==> config.mk <==
export PLATFORM = sky130hd
export DESIGN_NAME = uart_rx_core
export DESIGN_NICKNAME = d
export VERILOG_FILES = /design/src/rtl/uart_pkg.sv /design/src/rtl/uart_sync.sv /design/src/rtl/uart_rx_core.sv
export SDC_FILE = /design/constraint.sdc
export NUM_CORES = 1
export LEC_CHECK = 0
export BUFFER_PORTS_ARGS = -buffer_cell sky130_fd_sc_hd__buf_2
export CORE_UTILIZATION = 40
export DETAILED_ROUTE_END_ITERATION = 6
export PLACE_DENSITY_LB_ADDON = 0.05
export SYNTH_ARGS = -nofsm -noshare
export SYNTH_HDL_FRONTEND = slang
export SYNTH_SLANG_ARGS = --single-unit
==> constraint.sdc <==
create_clock -name clk_i -period 2.5 [get_ports clk_i]
set_input_delay 0.5 -clock clk_i [delete_from_list [all_inputs] [get_ports clk_i]]
set_output_delay 0.5 -clock clk_i [all_outputs]
set_load 0.03 [all_outputs]
==> src/rtl/uart_pkg.sv <==
// Shared types and constants for the UART receive path.
package uart_pkg;

  localparam int   UART_DATA_BITS  = 8;
  localparam int   UART_OVERSAMPLE = 16;
  localparam logic UART_IDLE       = 1'b1;

  typedef enum logic [2:0] {
    IDLE       = 3'd0,
    START      = 3'd1,
    DATA       = 3'd2,
    PARITY     = 3'd3,
    STOP       = 3'd4,
    BREAK_WAIT = 3'd5
  } rx_state_t;

  // XOR reduction of up to nine data bits (unused upper bits are zero).
  function automatic logic parity_of(input logic [8:0] bits);
    return ^bits;
  endfunction

endpackage

==> src/rtl/uart_sync.sv <==
// Multi-stage synchroniser for an asynchronous level input. The stages
// preset to the UART idle level so reset never fakes a start bit.
module uart_sync
  import uart_pkg::*;
#(
  parameter int STAGES = 2
) (
  input  logic clk,
  input  logic rst,
  input  logic d,
  output logic q
);

  logic [STAGES-1:0] chain;

  // Shift the raw input through the flop chain; preset to idle on reset.
  always_ff @(posedge clk) begin
    if (rst) begin
      chain <= {STAGES{UART_IDLE}};
    end else begin
      chain <= {chain[STAGES-2:0], d};
    end
  end

  assign q = chain[STAGES-1];

endmodule

==> src/rtl/uart_rx_core.sv <==
// UART receiver: synchronises rx_i, validates the start bit, samples each
// bit at mid-period using the oversample enable tick_i, and offers the
// assembled LSB-first byte on a valid/ready handshake.
// Optional parity bit and parity_err_o port: define UART_RX_PARITY_EN.
module uart_rx_core
  import uart_pkg::*;
#(
  parameter int DATA_BITS   = UART_DATA_BITS,
  parameter int OVERSAMPLE  = UART_OVERSAMPLE,
  parameter int SYNC_STAGES = 2,
  parameter int PARITY_ODD  = 0
) (
  input  logic                 clk_i,
  input  logic                 rst_i,
  input  logic                 tick_i,
  input  logic                 rx_i,
  output logic [DATA_BITS-1:0] data_o,
  output logic                 valid_o,
  input  logic                 ready_i,
  output logic                 frame_err_o,
  output logic                 overrun_o,
  output logic                 busy_o
`ifdef UART_RX_PARITY_EN
  ,
  output logic                 parity_err_o
`endif
);

  localparam int TW = $clog2(OVERSAMPLE);
  localparam int BW = $clog2(DATA_BITS + 1);
  localparam logic [TW-1:0] HALF_LAST = TW'(OVERSAMPLE / 2 - 1);
  localparam logic [TW-1:0] FULL_LAST = TW'(OVERSAMPLE - 1);
  localparam logic [BW-1:0] BIT_LAST  = BW'(DATA_BITS - 1);

  rx_state_t            state;
  rx_state_t            state_nxt;
  logic                 rx_s;
  logic [TW-1:0]        tick_cnt;
  logic [BW-1:0]        bit_cnt;
  logic [DATA_BITS-1:0] shift;
  logic                 at_half;
  logic                 at_full;
  logic                 frame_done;
  logic                 accept;
`ifdef UART_RX_PARITY_EN
  logic                 par_bit;
`endif

  uart_sync #(.STAGES(SYNC_STAGES)) u_sync (
    .clk (clk_i),
    .rst (rst_i),
    .d   (rx_i),
    .q   (rx_s)
  );

  assign at_half    = (tick_cnt == HALF_LAST);
  assign at_full    = (tick_cnt == FULL_LAST);
  assign frame_done = tick_i && (state == STOP) && at_full;
  assign accept     = valid_o && ready_i;

  // Next-state decode; every transition is gated by the oversample tick.
  always_comb begin
    state_nxt = state;
    case (state)
      IDLE: begin
        if (tick_i && !rx_s) state_nxt = START;
        else                 state_nxt = IDLE;
      end
      START: begin
        if (tick_i && at_half) state_nxt = rx_s ? IDLE : DATA;
        else                   state_nxt = START;
      end
      DATA: begin
        if (tick_i && at_full && (bit_cnt == BIT_LAST)) begin
`ifdef UART_RX_PARITY_EN
          state_nxt = PARITY;
`else
          state_nxt = STOP;
`endif
        end else begin
          state_nxt = DATA;
        end
      end
`ifdef UART_RX_PARITY_EN
      PARITY: begin
        if (tick_i && at_full) state_nxt = STOP;
        else                   state_nxt = PARITY;
      end
`endif
      STOP: begin
        if (tick_i && at_full) state_nxt = rx_s ? IDLE : BREAK_WAIT;
        else                   state_nxt = STOP;
      end
      BREAK_WAIT: begin
        if (tick_i && rx_s) state_nxt = IDLE;
        else                state_nxt = BREAK_WAIT;
      end
      default: state_nxt = IDLE;
    endcase
  end

  // State register, tick/bit counters and the LSB-first shift register.
  always_ff @(posedge clk_i) begin
    if (rst_i) begin
      state    <= IDLE;
      busy_o   <= 1'b0;
      tick_cnt <= '0;
      bit_cnt  <= '0;
      shift    <= '0;
    end else begin
      state  <= state_nxt;
      busy_o <= (state_nxt != IDLE);
      if (tick_i) begin
        // Restart the bit-period count on every state change and mid-bit sample.
        if ((state_nxt != state) || at_full || (state == IDLE) || (state == BREAK_WAIT)) begin
          tick_cnt <= '0;
        end else begin
          tick_cnt <= tick_cnt + TW'(1);
        end
        if (state == START) begin
          bit_cnt <= '0;
        end else if ((state == DATA) && at_full) begin
          bit_cnt <= bit_cnt + BW'(1);
          shift   <= {rx_s, shift[DATA_BITS-1:1]};
        end
      end
    end
  end

`ifdef UART_RX_PARITY_EN
  // Capture the received parity bit at its mid-bit point.
  always_ff @(posedge clk_i) begin
    if (rst_i) begin
      par_bit <= 1'b0;
    end else if (tick_i && (state == PARITY) && at_full) begin
      par_bit <= rx_s;
    end
  end
`endif

  // Output handshake: load on stop-bit sample, clear on transfer, flag overrun.
  always_ff @(posedge clk_i) begin
    if (rst_i) begin
      data_o       <= '0;
      valid_o      <= 1'b0;
      frame_err_o  <= 1'b0;
      overrun_o    <= 1'b0;
`ifdef UART_RX_PARITY_EN
      parity_err_o <= 1'b0;
`endif
    end else if (frame_done) begin
      if (!valid_o || ready_i) begin
        // Slot free, or the old byte leaves this very cycle.
        data_o       <= shift;
        valid_o      <= 1'b1;
        frame_err_o  <= ~rx_s;
        overrun_o    <= 1'b0;
`ifdef UART_RX_PARITY_EN
        parity_err_o <= par_bit ^ parity_of(9'(shift)) ^ PARITY_ODD[0];
`endif
      end else begin
        overrun_o <= 1'b1;
      end
    end else if (accept) begin
      valid_o      <= 1'b0;
      frame_err_o  <= 1'b0;
      overrun_o    <= 1'b0;
`ifdef UART_RX_PARITY_EN
      parity_err_o <= 1'b0;
`endif
    end
  end

endmodule
# Yosys cells after proc, flatten, opt, wreduce, memory -nomap -nowiden
# Index checks and enable logic that the tools add are counted.
dict set report op_classes {
  add_sub_neg 2
  n_eq_ne 9
  mux 18
  n_bitwise 2
  reduce_logical 23
}
# op count
set op_table {}
lappend op_table {{$pmux 3 s5} 1}
lappend op_table {{$mux 3} 4}
lappend op_table {{$mux 4} 3}
lappend op_table {{$logic_and 1x1->1} 9}
lappend op_table {{$add 4x1->4 const B} 2}
lappend op_table {{$eq 4x3->1 const B} 2}
lappend op_table {{$mux 1} 8}
lappend op_table {{$eq 3x3->1 const B} 2}
lappend op_table {{$reduce_and 2->1} 3}
lappend op_table {{$eq 4x4->1 const B} 1}
lappend op_table {{$logic_or 1x1->1} 4}
lappend op_table {{$mux 2} 2}
lappend op_table {{$reduce_bool 2->1} 2}
lappend op_table {{$eq 3x1->1 const B} 1}
lappend op_table {{$eq 3x2->1 const B} 1}
lappend op_table {{$logic_not 3->1} 1}
lappend op_table {{$ne 3x3->1} 1}
lappend op_table {{$reduce_and 3->1} 1}
lappend op_table {{$reduce_bool 3->1} 1}
lappend op_table {{$logic_not 1->1} 2}
lappend op_table {{$ne 2x1->1 const B} 1}
lappend op_table {{$not 1->1} 2}
dict set report word_totals {
  regBits 33
  in_bits 5
  elab_cells 64
}

# Longest topological paths before layout
# Gate-level depths: netlist (run 1).
dict set report logic_depth {
  ltp_word 10
  mapped_depth 7
  ltp_nobuf 6
}

# Cells and area by module
# Synthesis (run 1) repeated with hierarchy kept, for this count alone.
dict set report hier_totals {
  cells_unflattened 192
  hier_area_um2 1579.0
}
# mod instances cells_per_inst area_per_inst_um2 seq_area_each_um2
set by_module_without_submodules {}
lappend by_module_without_submodules {uart_rx_core 1 188 1526.5 620.6}
lappend by_module_without_submodules {uart_sync 1 4 52.6 40.0}

# Worst setup path before layout (run 1)
# Ideal clock, no wire load.
dict set report synth_path {
  path_type {in2reg}
  start {input tick_i}
  end {register tick_cnt[1]}
  arrival_ns 1.480
  required_ns 2.366
  setup_slack_ns 0.886
  stages 5
  n_path_buf 0
  cell_sequence {or3b_1 > a21oi_2 > a211oi_1 > o31ai_4 > o32ai_1}
}
dict set report synth_via {
  elab_chain_len 9
  word_cells_on_any_way 16
  cone_classes {eq/ne (1); mux (7); reduce/logical (8)}
}
# item line_no
set synth_rtl {}
lappend synth_rtl {{from (decl)} uart_rx_core.sv:15} ;# input logic tick_i,
lappend synth_rtl {{$logic_and 1x1->1} {uart_rx_core.sv:74, uart_rx_core.sv:91}}
lappend synth_rtl {{$logic_and 1x1->1} uart_rx_core.sv:74} ;# if (tick_i && at_full && (bit_cnt == BIT_LAST)) begin
lappend synth_rtl {{$mux 3} uart_rx_core.sv:74}
lappend synth_rtl {{$pmux 3 s5} uart_rx_core.sv:64} ;# case (state)
lappend synth_rtl {{$ne 3x3->1} uart_rx_core.sv:115} ;# if ((state_nxt != state) || at_full || (state == IDLE) || (state == BREAK_WAIT)) begin
lappend synth_rtl {{$logic_or 1x1->1 (3 in a row)} uart_rx_core.sv:115}
lappend synth_rtl {{$mux 4} uart_rx_core.sv:115}
lappend synth_rtl {{to (signal assigned)} uart_rx_core.sv:118} ;# tick_cnt <= tick_cnt + TW'(1);
lappend synth_rtl {{to (decl)} uart_rx_core.sv:38} ;# logic [TW-1:0] tick_cnt;
# Several ways; a longest one is shown, not always the timed one.
# A chain may end at the register's enable or synchronous reset.

# Worst setup path after layout (run 1)
dict set report layout_path {
  start {register tick_cnt[0]}
  end {register busy_o}
}
dict set report layout_via {
  elab_chain_len 6
  word_cells_on_any_way 10
  cone_classes {eq/ne (2); mux (4); reduce/logical (4)}
}
# item line_no
set layout_rtl {}
lappend layout_rtl {{$eq 4x4->1} uart_rx_core.sv:57} ;# assign at_full = (tick_cnt == FULL_LAST);
lappend layout_rtl {{$logic_and 1x1->1} {uart_rx_core.sv:74, uart_rx_core.sv:91}}
lappend layout_rtl {{$logic_and 1x1->1} uart_rx_core.sv:74}
lappend layout_rtl {{$mux 3} uart_rx_core.sv:74}
lappend layout_rtl {{$pmux 3 s5 (*)} uart_rx_core.sv:64}
lappend layout_rtl {{$reduce_bool 3->1 (*)} uart_rx_core.sv:112} ;# busy_o <= (state_nxt != IDLE);
lappend layout_rtl {{to (signal assigned)} uart_rx_core.sv:112}
lappend layout_rtl {{to (decl)} uart_rx_core.sv:22} ;# output logic busy_o
# Mark *: on every way between the ends. The rest lies on a longest branch, timed or not.

==> results of run 1 <==
-- layout make-up --
cell class | instances | area, sq um | area share (%)
inverter | 4 | 15.0 | 0.878
sequential | 33 | 661 | 38.7
clock inverter | 1 | 30.0 | 1.76
clock buffer | 7 | 86.3 | 5.05
multi-input combinational | 136 | 764 | 44.7
tap | 46 | 57.6 | 3.37
timing repair buffer | 18 | 95.1 | 5.56
-- power breakdown --
group | internal (mW) | leakage [nW] | switching, mW
sequential | 0.528 | 0.266 | 0.00294
clock | 0.325 | 0.0585 | 0.194
combinational | 0.00970 | 0.338 | 0.0193
total | 0.863 | 0.662 | 0.216
-- placed cells by master (no fill, tap or decap), drive strengths merged, types with 2 or more instances in the layout --
master   n
nand2   36
dfxtp   33
a21oi   26
buf     18
nand3   12
nor2    11
clkbuf   7
nand2b   6
o21ai    5
inv      4
o31ai    4
a211oi   3
nor2b    2
and3b    2
or2      2
nor3     2
a21boi   2
and2b    2
or3b     2
ha       2
-- registers in the layout (all words and copies together), names as in the netlist --
register,flops
bit_cnt,4
state,3
overrun_o,1
data_o,8
frame_err_o,1
u_sync.chain,2
busy_o,1
shift,8
valid_o,1
tick_cnt,4
-- worst max-delay path, cell delays in order, from the launching register on --
cell,delay [ns]
sky130_fd_sc_hd__dfxtp_1,0.37
sky130_fd_sc_hd__ha_1,0.35
sky130_fd_sc_hd__and4_1,0.33
sky130_fd_sc_hd__and3_1,0.45
sky130_fd_sc_hd__nand2_1,0.09
sky130_fd_sc_hd__a21oi_1,0.19
sky130_fd_sc_hd__or3_1,0.13
-- routing by layer --
layer | part of all wire, % | vias to the layer above
li1 | - | 667
met1 | 49 | 602
met2 | 46 | 26
met3 | 3.3 | 4
met4 | 1.1 | 0
met5 | 0 | -
-- stage by stage --
stage	instances	total power, mW
6_report	245	1.08
5_1_grt	245	1.12
4_1_cts	245	1.09
3_5_place_dp	237	0.572
3_3_place_gp	237	0.571
2_1_floorplan	185	0.564
-- final timing paths --
| kind | start | cells past startpoint | to |
|---|---|---|---|
| worst max-delay path | tick_cnt[0] | 6 | busy_o |
| worst min-delay path | rx_i | 2 | u_sync.chain[0] |
| worst max register to register | tick_cnt[0] | 6 | busy_o |
| worst min register to register | u_sync.chain[0] | 1 | u_sync.chain[1] |
-- cells by family (layout without fill, tap and decap cells) --
kind of cell             count (synthesis)  count (layout)  share of synthesized area, %
AO/OA/AOI/OAI                           52              52                          22.9
flip-flops                              33              33                          43.7
buffers and inverters                   16              30                          5.63
adder cells (fa/ha/maj)                  2               2                          1.66
AND/OR/NAND/NOR                         82              82                          26.1
==> flow_results.xml, run 1 <==
<?xml version="1.0" encoding="UTF-8"?>
<metrics>
  <group name="status">
    <metric name="outcome" unit="">complete, no violations</metric>
  </group>
  <group name="floorplanning">
    <metric name="die_width" unit="um">63.4</metric>
    <metric name="design.core.area" unit="sq mm">0.00347</metric>
    <metric name="design.portCount" unit="">17</metric>
    <metric name="floorplan.die.height" unit="um">63.4</metric>
    <metric name="initial_core_util" unit="%">43.5</metric>
    <metric name="fp.dieArea" unit="sq mm">0.00403</metric>
    <metric name="count_of_standard_cell_rows" unit="">21</metric>
  </group>
  <group name="drt">
    <metric name="postRouteAntennaNets" unit="">0</metric>
    <metric name="drt_iter0_drc" unit="">98</metric>
    <metric name="drt-vias-per-instance" unit="">5.30</metric>
    <metric name="drt_first_pass_iters" unit="">4</metric>
    <metric name="dr_total_vias" unit="">1299</metric>
    <metric name="route.final.wire_length" unit="um">3220</metric>
    <metric name="routedWlPerCell" unit="um">13.1</metric>
    <metric name="route.detailed.drc" unit="">0</metric>
  </group>
  <group name="layout">
    <metric name="n_fill_cell" unit="">339</metric>
    <metric name="finish.instance_area" unit="sq mm">0.00171</metric>
    <metric name="ratio_of_cells_with_drive_above_1_in_the_final_layout" unit="%">16.1</metric>
    <metric name="finish.utilization" unit="%">49.3</metric>
    <metric name="nets" unit="">205</metric>
    <metric name="areaGrowthSynthToFinish" unit="%">13.2</metric>
    <metric name="num_antenna_cells" unit="">0</metric>
  </group>
  <group name="timing">
    <metric name="fmax" unit="MHz">512</metric>
    <metric name="final_critical_path_setup_slack" unit="ns">0.545</metric>
    <metric name="fin_worst_skew" unit="ns">0.00344</metric>
    <metric name="final_slew_violations" unit="">0</metric>
    <metric name="period_share" unit="%">78.2</metric>
    <metric name="total_negative_slack" unit="ns">0</metric>
    <metric name="setup_viol" unit="">0</metric>
    <metric name="timing.final.crit_period" unit="ns">1.95</metric>
    <metric name="tightest_slew" unit="ns">0.575</metric>
    <metric name="max-slew-margin-rel" unit="%">61.7</metric>
    <metric name="rsz_0062_raised_after_global_routing" unit="">no</metric>
    <metric name="fin_hold_ws" unit="ns">0.400</metric>
    <metric name="final_report_hold_violation_count" unit="">0</metric>
  </group>
  <group name="global_route">
    <metric name="grt_pass1_wl" unit="um">5310</metric>
    <metric name="globalRoute.totalOverflow" unit="">0</metric>
    <metric name="grt.total_usage" unit="%">16.8</metric>
    <metric name="grt_antenna_before_repair" unit="">0</metric>
    <metric name="grt_util_met2" unit="%">27.5</metric>
    <metric name="grt.met1_usage" unit="%">21.0</metric>
    <metric name="grt-busiest-layer" unit="">met2</metric>
    <metric name="global_route.usage.met3" unit="%">4.53</metric>
    <metric name="largest_net_degree_at_the_start_of_global_routing" unit="">33</metric>
    <metric name="grt_pass1_vias" unit="">1157</metric>
  </group>
  <group name="worst_setup_path">
    <metric name="worst_setup_sp_type" unit="">flop</metric>
    <metric name="critPathKind" unit="">flop to flop</metric>
    <metric name="regToRegSetupSlack" unit="ns">0.55</metric>
    <metric name="timing.critical_path.to_type" unit="">flop</metric>
    <metric name="crit_required" unit="ns">2.73</metric>
    <metric name="cp.arrival" unit="ns">2.18</metric>
    <metric name="crit_path_max_fanout" unit="">12</metric>
  </group>
  <group name="logic_synthesis">
    <metric name="yosysWarningCount" unit="">0</metric>
    <metric name="synth_async_sr_flop_share" unit="%">0</metric>
    <metric name="synth_edf_count" unit="">0</metric>
    <metric name="ys.flop_type" unit="">sky130_fd_sc_hd__dfxtp_1</metric>
    <metric name="syn_nets" unit="">192</metric>
    <metric name="synthDistinctLibCells" unit="">43</metric>
    <metric name="seq_area_frac_synth" unit="%">43.7</metric>
    <metric name="synth_seq_cells" unit="">33</metric>
    <metric name="yosys.area.top_type_share" unit="%">43.7</metric>
    <metric name="synth.largest_area_cell" unit="">sky130_fd_sc_hd__dfxtp_1</metric>
    <metric name="syn-mean-instance-area" unit="sq um">8.16</metric>
    <metric name="synth_top_cells_by_area" unit="">sky130_fd_sc_hd__dfxtp_1 44%, sky130_fd_sc_hd__nand2_1 8.9%, sky130_fd_sc_hd__a21oi_1 8.3%</metric>
    <metric name="netlist_area" unit="sq mm">0.00151</metric>
    <metric name="ys_top_cells_by_count" unit="">36 x sky130_fd_sc_hd__nand2_1, 33 x sky130_fd_sc_hd__dfxtp_1, 25 x sky130_fd_sc_hd__a21oi_1, 12 x sky130_fd_sc_hd__nand3_1, 11 x sky130_fd_sc_hd__nor2_1</metric>
    <metric name="post-synth-top-count-cell" unit="">sky130_fd_sc_hd__nand2_1</metric>
    <metric name="synthCells" unit="">185</metric>
  </group>
  <group name="placement">
    <metric name="placement.setup.worst_slack" unit="ns">0.507</metric>
    <metric name="detailedPlacementHpwl" unit="um">2140</metric>
    <metric name="gp_congestion" unit="">0.758</metric>
    <metric name="dpl_cell_area" unit="sq mm">0.00159</metric>
    <metric name="placement.io_buffers" unit="">16</metric>
  </group>
  <group name="clocking">
    <metric name="post_cts_setup_driven_buffer_insertion_count" unit="">0</metric>
    <metric name="cts_hold_buf" unit="">0</metric>
    <metric name="clock_latency" unit="ns">0.28</metric>
    <metric name="cts-htree-levels" unit="">2</metric>
    <metric name="tritoncts_clock_tree" unit="">built</metric>
    <metric name="clock-root-buffer" unit="">sky130_fd_sc_hd__clkbuf_8</metric>
    <metric name="cts_max_path_buffers" unit="">2</metric>
    <metric name="clkSinkCount" unit="">33</metric>
    <metric name="clk_transition_reported_paths" unit="ns">0.07</metric>
    <metric name="cts_buffers" unit="">5</metric>
    <metric name="postcts_resize_cnt" unit="">0</metric>
  </group>
  <group name="pwr">
    <metric name="powerDensity" unit="mW/mm^2">631</metric>
    <metric name="cellLeakagePower" unit="nW">0.662</metric>
    <metric name="power.ir.vdd_worst" unit="uV">330</metric>
  </group>
  <group name="min_path">
    <metric name="hold_class" unit="">input pin to flop</metric>
  </group>
  <group name="job">
    <metric name="drv.max_cap_violation_count" unit="">0</metric>
  </group>
</metrics>
Power figures use the tool's default switching activity.
==> inputs of run 2 (changes only) <==
--- a/config.mk
+++ b/config.mk
@@ -5,6 +5,7 @@
 export SDC_FILE = /design/constraint.sdc
 export NUM_CORES = 1
 export LEC_CHECK = 0
+export ABC_AREA = 1
 export BUFFER_PORTS_ARGS = -buffer_cell sky130_fd_sc_hd__buf_2
 export CORE_UTILIZATION = 40
 export DETAILED_ROUTE_END_ITERATION = 6
==> constraint.sdc (replaced) <==
create_clock -name clk_i -period 1.6 [get_ports clk_i]
set_input_delay 0.32 -clock clk_i [delete_from_list [all_inputs] [get_ports clk_i]]
set_output_delay 0.32 -clock clk_i [all_outputs]
set_load 0.03 [all_outputs]
==> run 2 against run 1 <==
Final cell count up 8.6%. Cell area down 2.2%. Die area down 3.7%. Sequential share of layout area up 1.0 points. Global-route usage about the same. Combinational power up 110%. Sequential power up 56%. Critical endpoint is now data_o[3].
==> flow_results.xml, run 2 <==
<?xml version="1.0" encoding="UTF-8"?>
<metrics>
  <group name="status">
    <metric name="outcome" unit="">complete, no violations</metric>
  </group>
  <group name="logic_synthesis">
    <metric name="synthDistinctLibCells" unit="">25</metric>
    <metric name="post-synth-top-count-cell" unit="">sky130_fd_sc_hd__nand2_1</metric>
    <metric name="fraction_of_the_mapped_netlist_area_in_adder_cells" unit="%">1.72</metric>
    <metric name="synth_async_sr_flop_share" unit="%">0</metric>
    <metric name="synth.largest_area_cell" unit="">sky130_fd_sc_hd__dfxtp_1</metric>
    <metric name="synth_seq_cells" unit="">33</metric>
    <metric name="yosys.area.top_type_share" unit="%">45.5</metric>
    <metric name="synth_edf_count" unit="">0</metric>
    <metric name="netlist_area" unit="sq mm">0.00145</metric>
    <metric name="ys_top_cells_by_count" unit="">37 x sky130_fd_sc_hd__nand2_1, 33 x sky130_fd_sc_hd__dfxtp_1, 27 x sky130_fd_sc_hd__nor2_1, 20 x sky130_fd_sc_hd__a21oi_1, 20 x sky130_fd_sc_hd__nand3_1</metric>
    <metric name="syn_nets" unit="">205</metric>
    <metric name="ys.flop_type" unit="">sky130_fd_sc_hd__dfxtp_1</metric>
    <metric name="synthXorXnorAreaFrac" unit="%">0.603</metric>
    <metric name="synth_compound_gate_area_share" unit="%">15.4</metric>
    <metric name="synth_top_cells_by_area" unit="">sky130_fd_sc_hd__dfxtp_1 45%, sky130_fd_sc_hd__nand2_1 9.6%, sky130_fd_sc_hd__nor2_1 7.0%</metric>
    <metric name="syn-mean-instance-area" unit="sq um">7.34</metric>
    <metric name="seq_area_frac_synth" unit="%">45.5</metric>
    <metric name="yosys.area_share.simple" unit="%">29.3</metric>
    <metric name="synthCells" unit="">198</metric>
    <metric name="main_combinational_cell_family_by_area_after_synthesis" unit="">simple AND/OR/NAND/NOR gates</metric>
    <metric name="muxShareOfSynthArea" unit="%">0</metric>
    <metric name="yosysWarningCount" unit="">0</metric>
  </group>
  <group name="worst_setup_path">
    <metric name="worst_setup_sp_type" unit="">flop</metric>
    <metric name="crit_path_max_cell_delay" unit="ns">0.38</metric>
    <metric name="timing.critical_path.to_type" unit="">flop</metric>
    <metric name="critical_path.slowest_cell" unit="">sky130_fd_sc_hd__dfxtp_2</metric>
    <metric name="critPathKind" unit="">flop to flop</metric>
    <metric name="rr_startpoint" unit="">tick_cnt[0]</metric>
    <metric name="crit_required" unit="ns">1.82</metric>
    <metric name="worst_r2r_endpoint" unit="">data_o[3]</metric>
    <metric name="cp_cell_sequence" unit="">ha_4 &gt; nand3_4 &gt; nor2_4 &gt; nand2_1 &gt; inv_4 &gt; nand2_2 &gt; nand2_1 &gt; a21oi_1</metric>
    <metric name="regToRegSetupSlack" unit="ns">0.10</metric>
    <metric name="critical_path_buf_inv_count" unit="">1</metric>
    <metric name="critPathTopFamily" unit="">simple AND/OR/NAND/NOR gates</metric>
    <metric name="worst-r2r-cell-count" unit="">8</metric>
    <metric name="cp.arrival" unit="ns">1.71</metric>
    <metric name="crit_path_frequent_cell" unit="">sky130_fd_sc_hd__nand2_1</metric>
    <metric name="crit_path_max_fanout" unit="">10</metric>
  </group>
  <group name="placement">
    <metric name="gp_congestion" unit="">0.911</metric>
    <metric name="placement.io_buffers" unit="">16</metric>
    <metric name="detailedPlacementHpwl" unit="um">2140</metric>
  </group>
  <group name="layout">
    <metric name="ratio_of_cells_with_drive_above_1_in_the_final_layout" unit="%">22.3</metric>
    <metric name="mostFrequentLayoutCell" unit="">sky130_fd_sc_hd__nand2_1</metric>
    <metric name="top_regs" unit="">data_o (8), shift (8)</metric>
    <metric name="n_fill_cell" unit="">368</metric>
    <metric name="multi_input_area" unit="sq um">708</metric>
    <metric name="finish.utilization" unit="%">48.9</metric>
    <metric name="nets" unit="">226</metric>
    <metric name="final_cell_mix" unit="">37 x sky130_fd_sc_hd__nand2_1, 31 x sky130_fd_sc_hd__dfxtp_1, 27 x sky130_fd_sc_hd__nor2_1</metric>
    <metric name="num_antenna_cells" unit="">0</metric>
    <metric name="layout.area.seq" unit="sq um">663</metric>
    <metric name="areaGrowthSynthToFinish" unit="%">15.1</metric>
  </group>
  <group name="global_route">
    <metric name="grt_pass1_vias" unit="">1192</metric>
    <metric name="grt_antenna_before_repair" unit="">0</metric>
    <metric name="grt_pass1_wl" unit="um">5110</metric>
    <metric name="grt.met1_usage" unit="%">20.8</metric>
    <metric name="grt_util_met2" unit="%">26.5</metric>
    <metric name="largest_net_degree_at_the_start_of_global_routing" unit="">18</metric>
    <metric name="globalRoute.totalOverflow" unit="">0</metric>
    <metric name="global_route.usage.met3" unit="%">5.70</metric>
    <metric name="grt.total_usage" unit="%">16.8</metric>
    <metric name="grt-busiest-layer" unit="">met2</metric>
  </group>
  <group name="timing">
    <metric name="tightest_slew" unit="ns">0.417</metric>
    <metric name="final_slew_violations" unit="">0</metric>
    <metric name="timing.final.crit_period" unit="ns">1.50</metric>
    <metric name="setup_viol" unit="">0</metric>
    <metric name="fmax" unit="MHz">668</metric>
    <metric name="period_share" unit="%">93.5</metric>
    <metric name="fin_worst_skew" unit="ns">0.0155</metric>
    <metric name="total_negative_slack" unit="ns">0</metric>
    <metric name="max-slew-margin-rel" unit="%">72.2</metric>
    <metric name="rsz_0062_raised_after_global_routing" unit="">no</metric>
    <metric name="final_report_hold_violation_count" unit="">0</metric>
  </group>
  <group name="min_path">
    <metric name="worst_hold_path.endpoint" unit="">u_sync.chain[0]</metric>
    <metric name="hold_class" unit="">input pin to flop</metric>
    <metric name="hold_depth" unit="">2</metric>
    <metric name="timing.hold.worst.start" unit="">rx_i</metric>
  </group>
  <group name="clocking">
    <metric name="cts_max_path_buffers" unit="">2</metric>
    <metric name="clock_latency" unit="ns">0.33</metric>
    <metric name="tritoncts_clock_tree" unit="">built</metric>
    <metric name="cts-htree-levels" unit="">2</metric>
    <metric name="clkSinkCount" unit="">33</metric>
    <metric name="clk_transition_reported_paths" unit="ns">0.11</metric>
    <metric name="clock-root-buffer" unit="">sky130_fd_sc_hd__clkbuf_4</metric>
    <metric name="cts_buffers" unit="">5</metric>
  </group>
  <group name="floorplanning">
    <metric name="design.portCount" unit="">17</metric>
    <metric name="die_width" unit="um">62.3</metric>
    <metric name="design.core.area" unit="sq mm">0.00342</metric>
    <metric name="floorplan.die.height" unit="um">62.3</metric>
    <metric name="fp.dieArea" unit="sq mm">0.00388</metric>
    <metric name="initial_core_util" unit="%">42.5</metric>
    <metric name="count_of_standard_cell_rows" unit="">21</metric>
  </group>
  <group name="drt">
    <metric name="route.final.wire_length" unit="um">2920</metric>
    <metric name="routedWlPerCell" unit="um">11.0</metric>
    <metric name="dr_total_vias" unit="">1291</metric>
    <metric name="drt-vias-per-instance" unit="">4.85</metric>
    <metric name="drt_first_pass_iters" unit="">4</metric>
    <metric name="drt_iter0_drc" unit="">51</metric>
    <metric name="postRouteAntennaNets" unit="">0</metric>
    <metric name="route.detailed.drc" unit="">0</metric>
  </group>
  <group name="pwr">
    <metric name="power.ir.vdd_worst" unit="uV">471</metric>
    <metric name="cellLeakagePower" unit="nW">0.755</metric>
    <metric name="powerDensity" unit="mW/mm^2">798</metric>
  </group>
  <group name="job">
    <metric name="drv.max_cap_violation_count" unit="">0</metric>
  </group>
</metrics>
==> run 2: changes by cell type in the layout (fill, tap and decap cells not counted), sizes merged, moves of 4 or more <==
cell / change
nor2: +19
inv: +17
o21ai: +11
nand3: +10
nand2b: -6
o31ai: -4
==> run 2: report_power, final <==
group / internal [mW] / switching (mW)
Sequential: 0.827 / 0.00464
Combinational: 0.0196 / 0.0409
Clock: 0.167 / 0.275
Total: 1.01 / 0.320
==> run 2: stage by stage <==
step	setup WS (ns)	std cells	total power, mW	cell area (sq um)	hold WS, ns
2_1_floorplan	0.240	198	0.893	1450	0.389
3_5_place_dp	0.0519	257	0.910	1580	0.397
6_report	0.103	266	1.33	1670	0.175
3_3_place_gp	0.0714	257	0.909	1580	0.396
4_1_cts	0.0170	265	1.36	1630	0.156
5_1_grt	0.00796	266	1.40	1670	0.167
==> run 2: final cells by class <==
cell class | instances | area share [%]
Clock inverter | 2 | 0.599
Inverter | 21 | 4.87
Multi-Input combinational cell | 139 | 42.4
Tap cell | 46 | 3.44
Clock buffer | 6 | 2.47
Timing Repair Buffer | 19 | 6.59
Sequential cell | 33 | 39.7
==> run 2: worst max-delay path by stage <==
stage,from,to,slack [ns],depth (start not counted)
finish,tick_cnt[0],data_o[3],0.10,8
detailed placement,tick_cnt[0],data_o[3],0.05,8
CTS,tick_cnt[0],data_o[3],0.02,8
floorplan,tick_cnt[0],data_o[0],0.24,8
global route,tick_cnt[0],tick_cnt[1],0.008,9
global placement,tick_cnt[0],data_o[3],0.07,8
==> run 2: repair_timing <==
item,in CTS,in global routing
resized for setup,0,11
setup buffers,0,1
hold buffers,0,0
setup endpoints to repair,0,24
==> run 2: layer usage <==
metal	wire (um)	vias to the layer above
met5	0	-
met4	46	0
met3	146	4
met2	1280	26
met1	1450	574
li1	-	687
==> run 2: cell families (layout without fill, tap and decap cells) <==
group / after synthesis / after routing
AND/OR/NAND/NOR: 95 / 95
XOR/XNOR: 1 / 1
flip-flops: 33 / 33
adder cells (fa/ha/maj): 2 / 2
buffers and inverters: 26 / 48
AO/OA/AOI/OAI: 41 / 41
==> inputs of run 3 (changes only) <==
--- a/config.mk
+++ b/config.mk
@@ -10,6 +10,7 @@
 export CORE_UTILIZATION = 40
 export DETAILED_ROUTE_END_ITERATION = 6
 export PLACE_DENSITY_LB_ADDON = 0.05
+export RECOVER_POWER = 100
 export SYNTH_ARGS = -nofsm -noshare
 export SYNTH_HDL_FRONTEND = slang
 export SYNTH_SLANG_ARGS = --single-unit
==> run 3 against run 2 <==
Worst hold slack about the same. Via count rose by 0.15%. Final cell count unchanged. Routed wire length up 1.0%. Sequential cell count unchanged. Critical endpoint is now frame_err_o. Die area unchanged. Clock power about the same. Sequential power is essentially flat. Clock skew is essentially flat. Highest routed layer unchanged. Critical path depth is 1 lower. Core utilization is 0.66 points lower.
==> flow_results.xml, run 3 (synthesis gave the netlist of run 2 again) <==
<?xml version="1.0" encoding="UTF-8"?>
<metrics>
  <group name="status">
    <metric name="outcome" unit="">complete, no violations</metric>
  </group>
  <group name="global_route">
    <metric name="grt.total_usage" unit="%">16.8</metric>
    <metric name="globalRoute.totalOverflow" unit="">0</metric>
    <metric name="grt_pass1_wl" unit="um">5110</metric>
    <metric name="grt_antenna_before_repair" unit="">0</metric>
    <metric name="largest_net_degree_at_the_start_of_global_routing" unit="">18</metric>
    <metric name="grt_pass1_vias" unit="">1192</metric>
  </group>
  <group name="clocking">
    <metric name="clk_transition_reported_paths" unit="ns">0.11</metric>
    <metric name="clkSinkCount" unit="">33</metric>
    <metric name="cts_hold_buf" unit="">0</metric>
    <metric name="tritoncts_clock_tree" unit="">built</metric>
    <metric name="cts_buffers" unit="">5</metric>
    <metric name="clock_latency" unit="ns">0.33</metric>
    <metric name="clock-root-buffer" unit="">sky130_fd_sc_hd__clkbuf_4</metric>
    <metric name="cts_max_path_buffers" unit="">2</metric>
    <metric name="cts-htree-levels" unit="">2</metric>
  </group>
  <group name="min_path">
    <metric name="hold_class" unit="">input pin to flop</metric>
  </group>
  <group name="layout">
    <metric name="finish.instance_area" unit="sq mm">0.00165</metric>
    <metric name="finish.utilization" unit="%">48.3</metric>
    <metric name="ratio_of_cells_with_drive_above_1_in_the_final_layout" unit="%">15.9</metric>
    <metric name="nets" unit="">226</metric>
    <metric name="final_cell_mix" unit="">37 x sky130_fd_sc_hd__nand2_1, 31 x sky130_fd_sc_hd__dfxtp_1, 27 x sky130_fd_sc_hd__nor2_1</metric>
    <metric name="num_antenna_cells" unit="">0</metric>
    <metric name="top_regs" unit="">data_o (8), shift (8)</metric>
    <metric name="areaGrowthSynthToFinish" unit="%">13.5</metric>
    <metric name="mostFrequentLayoutCell" unit="">sky130_fd_sc_hd__nand2_1</metric>
  </group>
  <group name="drt">
    <metric name="routedWlPerCell" unit="um">11.1</metric>
    <metric name="drt-vias-per-instance" unit="">4.86</metric>
    <metric name="dr_total_vias" unit="">1293</metric>
    <metric name="postRouteAntennaNets" unit="">0</metric>
    <metric name="route.final.wire_length" unit="um">2950</metric>
    <metric name="drt_first_pass_iters" unit="">4</metric>
    <metric name="route.detailed.drc" unit="">0</metric>
    <metric name="drt_iter0_drc" unit="">57</metric>
  </group>
  <group name="timing">
    <metric name="fmax" unit="MHz">671</metric>
    <metric name="setup_viol" unit="">0</metric>
    <metric name="timing.final.crit_period" unit="ns">1.49</metric>
    <metric name="final_report_hold_violation_count" unit="">0</metric>
    <metric name="total_negative_slack" unit="ns">0</metric>
    <metric name="rsz_0062_raised_after_global_routing" unit="">no</metric>
    <metric name="tightest_slew" unit="ns">0.415</metric>
    <metric name="fin_worst_skew" unit="ns">0.0155</metric>
    <metric name="max-slew-margin-rel" unit="%">72.3</metric>
    <metric name="fin_hold_ws" unit="ns">0.174</metric>
    <metric name="final_slew_violations" unit="">0</metric>
    <metric name="period_share" unit="%">93.1</metric>
  </group>
  <group name="worst_setup_path">
    <metric name="worst-r2r-cell-count" unit="">7</metric>
    <metric name="cp.arrival" unit="ns">1.74</metric>
    <metric name="crit_path_max_fanout" unit="">4</metric>
    <metric name="crit_required" unit="ns">1.85</metric>
    <metric name="rr_startpoint" unit="">tick_cnt[0]</metric>
    <metric name="worst_setup_path_endpoint" unit="">frame_err_o</metric>
    <metric name="critPathKind" unit="">flop to flop</metric>
    <metric name="critical_path_buf_inv_count" unit="">0</metric>
    <metric name="critical_path.slowest_cell" unit="">sky130_fd_sc_hd__dfxtp_2</metric>
    <metric name="critical_path_depth" unit="">7</metric>
    <metric name="worst_setup_sp_type" unit="">flop</metric>
    <metric name="crit_path_start" unit="">tick_cnt[0]</metric>
    <metric name="worst_r2r_endpoint" unit="">frame_err_o</metric>
    <metric name="timing.critical_path.to_type" unit="">flop</metric>
    <metric name="regToRegSetupSlack" unit="ns">0.11</metric>
    <metric name="critPathTopFamily" unit="">simple AND/OR/NAND/NOR gates</metric>
    <metric name="crit_path_max_cell_delay" unit="ns">0.38</metric>
    <metric name="cp_cell_sequence" unit="">ha_4 &gt; nand3_4 &gt; nor2_4 &gt; nand2_1 &gt; o21ai_1 &gt; nor2_1 &gt; a211oi_1</metric>
  </group>
  <group name="pwr">
    <metric name="cellLeakagePower" unit="nW">0.700</metric>
    <metric name="powerDensity" unit="mW/mm^2">810</metric>
    <metric name="power.ir.vdd_worst" unit="uV">471</metric>
  </group>
  <group name="floorplanning">
    <metric name="floorplan.die.height" unit="um">62.3</metric>
    <metric name="design.portCount" unit="">17</metric>
    <metric name="design.core.area" unit="sq mm">0.00342</metric>
    <metric name="fp.dieArea" unit="sq mm">0.00388</metric>
    <metric name="count_of_standard_cell_rows" unit="">21</metric>
    <metric name="initial_core_util" unit="%">42.5</metric>
    <metric name="die_width" unit="um">62.3</metric>
  </group>
  <group name="job">
    <metric name="drv.max_cap_violation_count" unit="">0</metric>
  </group>
  <group name="placement">
    <metric name="gp_congestion" unit="">0.911</metric>
    <metric name="detailedPlacementHpwl" unit="um">2140</metric>
    <metric name="dpl_cell_area" unit="sq mm">0.00158</metric>
    <metric name="placement.io_buffers" unit="">16</metric>
  </group>
</metrics>
-- run 3: cell types whose count changed in the layout (fill, tap and decap cells not counted), sizes merged --
cell | before | now
buf | 19 | 7
clkbuf | 6 | 18
-- run 3: what timing repair did --
| item | 4_1_cts | 5_1_grt |
|---|---|---|
| endpoints found under the setup margin | 0 | 24 |
| buffers inserted | 0 | 1 |
| gates resized for setup | 0 | 11 |
-- run 3: per-layer routing --
layer / vias to the layer above / track usage, % / part of all wire [%]
met2: 36 / 26.5 / 43
met1: 567 / 20.8 / 50
met4: 0 / 7.27 / 1.6
li1: 686 / - / -
met3: 4 / 5.70 / 5.7
met5: - / 0 / 0
-- run 3: through the flow --
| step | std cells | total power [mW] | worst slack, ns |
|---|---|---|---|
| 2_1_floorplan | 198 | 0.893 | 0.240 |
| 3_3_place_gp | 257 | 0.909 | 0.0714 |
| 3_5_place_dp | 257 | 0.910 | 0.0519 |
| 4_1_cts | 265 | 1.36 | 0.0170 |
| 5_1_grt | 266 | 1.40 | 0.00796 |
| 6_report | 266 | 1.34 | 0.110 |
-- run 3: worst min path at each step --
stage,start,end,slack (ns),depth (start not counted)
6_report,rx_i,u_sync.chain[0],0.17,2
3_3_place_gp,u_sync.chain[0],u_sync.chain[1],0.40,1
4_1_cts,rx_i,u_sync.chain[0],0.16,2
2_1_floorplan,u_sync.chain[0],u_sync.chain[1],0.39,1
5_1_grt,rx_i,u_sync.chain[0],0.17,2
3_5_place_dp,u_sync.chain[0],u_sync.chain[1],0.40,1
-- run 3: area by class of cell --
type	instances	area, sq um
fill	373	1770
multi-input combinational	139	701
sequential	33	663
timing repair buffer	19	95.1
inverter	21	81.3
tap	46	57.6
clock buffer	6	41.3
clock inverter	2	10.0
-- run 3: where the power goes --
group,total (mW),switching [mW],internal (mW),leakage [nW]
sequential,0.831,0.00461,0.827,0.267
combinational,0.0605,0.0412,0.0193,0.401
clock,0.444,0.277,0.167,0.0320
total,1.34,0.322,1.01,0.700
